--- config.mk ---
export PLATFORM = sky130hd
export DESIGN_NAME = arith_pipe_unit
export DESIGN_NICKNAME = d
export VERILOG_FILES = /design/src/rtl/arith_pipe_unit.sv
export SDC_FILE = /design/constraint.sdc
export NUM_CORES = 1
export LEC_CHECK = 0
export CAP_MARGIN = 20
export CORE_MARGIN = 2
export CORE_UTILIZATION = 40
export CTS_CLUSTER_SIZE = 8
export DETAILED_ROUTE_END_ITERATION = 16
export PLACE_DENSITY_LB_ADDON = 0.05
export SYNTH_ARGS = -nofsm -noshare
export SYNTH_HDL_FRONTEND = slang
export SYNTH_SLANG_ARGS = --single-unit
--- constraint.sdc ---
create_clock -name clk -period 3.9 [get_ports clk]
set_input_delay 0.78 -clock clk [delete_from_list [all_inputs] [get_ports clk]]
set_output_delay 0.78 -clock clk [all_outputs]
set_load 0.1 [all_outputs]
--- src/rtl/arith_pipe_unit.sv ---
// arith_pipe_unit: handshaked WIDTH-bit add/sub/ADC/SBB unit with registered flags; shift-add MUL when ARITH_MUL_EN is defined
module arith_pipe_unit #(
  parameter int WIDTH = 4
) (
  input  logic             clk,
  input  logic             rst,
  input  logic             in_valid,
  output logic             in_ready,
  input  logic [3:0]       opcode,
  input  logic [WIDTH-1:0] a,
  input  logic [WIDTH-1:0] b,
  output logic             out_valid,
  input  logic             out_ready,
  output logic [WIDTH-1:0] result,
  output logic             c,
  output logic             v,
  output logic             z,
  output logic             n,
  output logic             busy
);
  localparam int MSB = WIDTH - 1;
  logic             r_cf;
  logic             w_idle, w_accept, w_load;
  logic             w_arith, w_cin, w_c, w_v, w_lc, w_lv;
  logic [WIDTH-1:0] w_addend, w_res, w_lres;
  logic [WIDTH:0]   w_sum;
  assign in_ready = !rst && w_idle && (!out_valid || out_ready);
  assign w_accept = in_valid && in_ready;
  always_comb begin
    w_arith  = opcode inside {4'h4, 4'h5, 4'h6, 4'h7, 4'h8, 4'h9};
    w_addend = (opcode == 4'h4 || opcode == 4'h8) ? b :
               (opcode == 4'h5) ? WIDTH'(1) :
               (opcode == 4'h7) ? ~WIDTH'(1) : ~b;
    w_cin    = opcode[3] ? r_cf : opcode[1];
    w_sum    = {1'b0, a} + {1'b0, w_addend} + (WIDTH + 1)'(w_cin);
    w_res    = w_arith ? w_sum[MSB:0] : '0;
    w_c      = w_arith && w_sum[WIDTH];
    w_v      = w_arith && (a[MSB] == w_addend[MSB]) && (w_sum[MSB] != a[MSB]);
  end
`ifdef ARITH_MUL_EN
  localparam int CW = $clog2(WIDTH);
  typedef enum logic {S_IDLE, S_MUL} state_t;
  state_t             r_state, w_state_nx;
  logic [CW-1:0]      r_cnt;
  logic [2*WIDTH-1:0] r_acc, r_mcand, w_acc_nx;
  logic [WIDTH-1:0]   r_mplier;
  logic               w_mul_go, w_done;
  always_comb begin
    w_mul_go   = w_accept && opcode == 4'hA;
    w_done     = r_state == S_MUL && r_cnt == CW'(WIDTH - 1);
    w_acc_nx   = r_acc + (r_mplier[0] ? r_mcand : '0);
    w_state_nx = w_mul_go ? S_MUL : w_done ? S_IDLE : r_state;
    w_idle     = r_state == S_IDLE;
    w_load     = (w_accept && !w_mul_go) || w_done;
    w_lres     = w_done ? w_acc_nx[MSB:0] : w_res;
    w_lc       = w_done ? |w_acc_nx[2*WIDTH-1:WIDTH] : w_c;
    w_lv       = w_done ? |w_acc_nx[2*WIDTH-1:WIDTH] : w_v;
  end
  always_ff @(posedge clk) begin
    if (rst) begin
      r_state  <= S_IDLE;
      r_cnt    <= '0;
      r_acc    <= '0;
      r_mcand  <= '0;
      r_mplier <= '0;
    end else begin
      r_state <= w_state_nx;
      if (w_mul_go) begin
        r_cnt    <= '0;
        r_acc    <= '0;
        r_mcand  <= {{WIDTH{1'b0}}, a};
        r_mplier <= b;
      end else if (r_state == S_MUL) begin
        r_cnt    <= w_done ? '0 : r_cnt + CW'(1);
        r_acc    <= w_acc_nx;
        r_mcand  <= r_mcand << 1;
        r_mplier <= r_mplier >> 1;
      end
    end
  end
  assign busy = r_state == S_MUL;
`else
  always_comb begin
    w_idle = 1'b1;
    w_load = w_accept;
    w_lres = w_res;
    w_lc   = w_c;
    w_lv   = w_v;
  end
  assign busy = 1'b0;
`endif
  always_ff @(posedge clk) begin
    if (rst) begin
      out_valid <= 1'b0;
      result    <= '0;
      c         <= 1'b0;
      v         <= 1'b0;
      z         <= 1'b0;
      n         <= 1'b0;
      r_cf      <= 1'b0;
    end else begin
      out_valid <= w_load || (out_valid && !out_ready);
      if (w_load) begin
        result <= w_lres;
        c      <= w_lc;
        v      <= w_lv;
        z      <= w_lres == '0;
        n      <= w_lres[MSB];
        r_cf   <= w_lc;
      end
    end
  end
endmodule

Word level (Yosys, flattened, before mapping). Index checks and enable logic that the tools add are counted.

Word-level logic and storage cells: 36. Register bits after elaboration: 9.

Equal/unequal tests: 8. Add/sub/neg operators: 2. Reductions and logical operators: 14. Mux-type cells: 5. Bitwise operators: 1.

Operator list (count): == test 4 x 3 -> 1 bit, second input constant (4); two-way mux 4 bit (4); == test 4 bit, second input constant (2); logical AND 1 bit (6); nonzero test 6 bit (1); adder 4 x 4 -> 5 bit (1); adder 5 x 1 -> 5 bit (1); zero test 4 bit (1); inverter 4 bit (1); zero test 1 bit (3); logical OR 1 bit (3); == test 1 bit (1); two-way mux 1 bit (1); != test 1 bit (1).

Longest topological paths before layout.
Depth in word-level cells: 8. Depth in mapped cells: 10. Depth with buffers taken out: 10.

Least setup slack after synthesis. OpenSTA, ideal clock, no wires.

Path kind: input -> register. Start: in opcode[2]. End: reg z. Arrival: 2.958 ns. Data required time: 3.812 ns. Stages on the path: 10. Setup time: 0.088 ns. Buffers on the path: 0. Setup slack: 0.854 ns. Cells stage by stage: nand2b_1 o21a_1 o21ai_1 o21ai_1 fa_1 fa_1 xor2_1 nand4b_1 mux2_2 a311oi_2.

Longest elaborated chain between the ends: 8. Elaborated cells on any way between the ends: 15. Those cells by class: add/sub (2); eq/ne (6); mux (4); reduce/logical (3).

Ends and longest elaborated chain: start, declared (line 9) `input logic [3:0] opcode,`; == test 4 x 3 -> 1 bit (line 30, 33); two-way mux 4 bit (line 33) `(opcode == 4'h7) ? ~WIDTH'(1) : ~b;`; two-way mux 4 bit (line 32) `(opcode == 4'h5) ? WIDTH'(1) :`; two-way mux 4 bit (line 31) `w_addend = (opcode == 4'h4 || opcode == 4'h8) ? b :`; adder 4 x 4 -> 5 bit (line 35) `w_sum = {1'b0, a} + {1'b0, w_addend} + (WIDTH + 1)'(w_cin);`; adder 5 x 1 -> 5 bit (line 35); two-way mux 4 bit (*) (line 36) `w_res = w_arith ? w_sum[MSB:0] : '0;`; zero test 4 bit (*) (line 107) `z <= w_lres == '0;`; end signal, assigned (line 98) `z <= 1'b0;`; end signal, assigned (line 107); end, declared (line 17) `output logic z,`.

Mark *: on every way between the ends. The rest lies on a longest branch, timed or not. A chain may end at the register's enable or synchronous reset.

Final worst setup path.
Start: in opcode[3]. End: reg z.

The elaborated chain is that of the path after synthesis.

==> out/metrics.csv <==
metric;value;unit
status;finished clean;
path_delay_family;adder cells;
rr_startpoint;c;
min_path_type;reg -> reg;
critPathLaunchType;input port;
p_seq_share;30.0;%
dieArea;1820;um^2
path_cells;clkdlybuf4s50_1 -> nand2b_1 -> a22oi_1 -> o21ai_1 -> o21ai_1 -> fa_1 -> fa_1 -> xor2_1 -> nand4b_1 -> mux2_2 -> a311oi_2;
dpl-instance-area;846;um^2
clk_latency;260;ps
wl;1380;um
post-dp-hpwl;1090;um
post_cts_buffers;0;
worstMarginPinSlew;970;ps
clkPwrFrac;22.1;%
critPathMaxStageDelay;510;ps
rsz0062_at_grt;no;
end_kind;flop;
switching_share;41.8;%
syn_nets;92;
multi_input_area;389;um^2
vias_per_cell;5.31;
finalNetCount;119;
critPathArrivalTime;3670;ps
crit_fanout;5;
fin_area;868;um^2
first_pass_iters;4;
switching_power;0.000124;W
ctsLongestPathBuffers;2;
fillers;127;
pre_cts_slack;139;ps
min_period;3500;ps
syn_inst;71;
relSlewSlack;35.1;%
cp_data_required_time;4080;ps
synth.area.top_cells;dfxtp_1 (27%), o32ai_1 (7.3%), fa_1 (6.7%), ha_1 (6.3%), inv_1 (4.4%);
num_rows;13;
vias;589;
finalSetupViolations;0;
yosysTopAreaCellShare;26.7;%
final_cell_mix;clkdlybuf4s50_1 (24), dfxtp_1 (8), inv_1 (7);
die_h;42.7;um
cts_buffers;3;
drtAntennaViolNets;0;
clk_pin_slew;50;ps
grtUsageTotal;17.2;%
cellLeakagePower;0.323;nW
worstHoldStart;result[1];
power_density;342;nW/um^2
die_w;42.7;um
hold_violations;0;
cts-root-buf;clkbuf_4;
grt_pass1_wl;2330;um
ctsHoldBuffers;0;
ir_worst_vdd;0.230;mV
syn_area;599;um^2
drv_slew;0;
fmax;286;MHz
drt_iter0_drc;10;
critPathSlowestCell;clkdlybuf4s50_1;
place_congestion;0.740;
ys_ff_latch;8;
ys_warn_count;0;
netlist-cell-type-count;28;
pin_count;27;
cp-startpoint;opcode[3];
area_growth;44.9;%
tritoncts;built;
antenna_cells;0;
crit_buf_inv;1;
cap_violations;0;
ys_seq_area_share;26.7;%
skew;1.03;ps
routedWlPerCell;12.4;um
power.internal;0.000173;W
period_share;89.7;%
final_common_cell;clkdlybuf4s50_1;
finish.utilization;64.3;%
p_comb_share;47.9;%
cts.repair.resized;0;
fin_setup_tns;0;ps
overflow;0;
worstSetupPathType;in -> reg;
port_buffers;25;
seq_area;160;um^2
post-route-drc-count;0;
drive_gt1_share;8.33;%
core-area;1350;um^2
clock-sinks;8;
setup_slack;403;ps
synth_area_per_cell;8.44;um^2
start_util;44.4;%
antenna_found_initial;0;
grt_max_degree;11;
htreeDepth;1;
synth.largest_area_cell;dfxtp_1;
grt_pass1_vias;548;
[metrics by stage]
step                std cells  hold slack (ps)  power (W)
floorplan                  71              901   0.000195
global placement          108              467   0.000232
detailed placement        108              472   0.000233
CTS                       111              480   0.000298
global route              111              491   0.000312
finish                    111              477   0.000297
[final cells by class]
class,instances,share of cell area [%]
Multi-Input combinational cell,52,44.8
Timing Repair Buffer,25,28.5
Sequential cell,8,18.4
Inverter,8,3.46
Clock buffer,3,2.59
Tap cell,15,2.16
[path summary, 6_finish.rpt]
kind                    end  slack (ps)  cells after the start
hold reg to reg   result[1]         480                      2
hold / removal    result[1]         480                      2
setup / recovery          z         400                     11
setup reg to reg          z        1610                      7
[cells in the mapped netlist]
| library cell | instances |
|---|---|
| nand2b_1 | 4 |
| dfxtp_1 | 8 |
| conb_1 | 1 |
| nand4b_1 | 1 |
| xor2_1 | 1 |
| fa_1 | 2 |
| o21ai_1 | 5 |
| nor2_1 | 5 |
| o32ai_1 | 5 |
| xnor2_1 | 2 |
| inv_1 | 7 |
| buf_2 | 1 |
| a21oi_1 | 5 |
| buf_4 | 2 |
| nor3_1 | 3 |
| ha_1 | 3 |
| mux2_2 | 1 |
| o211ai_1 | 1 |
| a21o_1 | 1 |
| nand4_1 | 1 |
| o21a_1 | 2 |
| nand2_1 | 3 |
| nor3_4 | 1 |
| a22oi_1 | 1 |
| nor2b_1 | 2 |
| a311oi_2 | 1 |
| mux2i_1 | 1 |
| inv_2 | 1 |
[flip-flops by register name, summed over array words and instances, names as in the netlist]
signal / flops
z: 1
v: 1
out_valid: 1
result: 4
c: 1
[power by group through the flow]
stage	Sequential, W	Combinational, W	Clock (W)
final	0.0000893	0.000142	0.0000657
after global routing	0.0000897	0.000152	0.0000699
after CTS	0.0000893	0.000143	0.0000665
after detailed placement	0.0000910	0.000142	0
after global placement	0.0000908	0.000141	0
after floorplan	0.000127	0.0000684	0
[tightest hold or removal path: stages, from the launching register on]
cell and delay (ps):
dfxtp_1 300, inv_1 50, o32ai_1 70
[logic make-up after synthesis]
family	Yosys count	synth area share, %
adders and majority gates	5	12.9
and+or+nand+nor	20	19.0
buffers and inverters	11	8.35
muxes	2	3.55
DFF	8	26.7
other	1	0.626
xor gates and xnor gates	3	4.38
AOI/OAI and AO/OA	21	24.4
[routing by layer]
layer / track usage, % / vias to the layer above / wire length, um
met5: 0 / - / 0
met4: 8.13 / 0 / 24
met3: 7.66 / 4 / 115
met2: 25.8 / 23 / 609
met1: 20.7 / 262 / 630
li1: - / 300 / -
(Power assumes the default switching activity.)
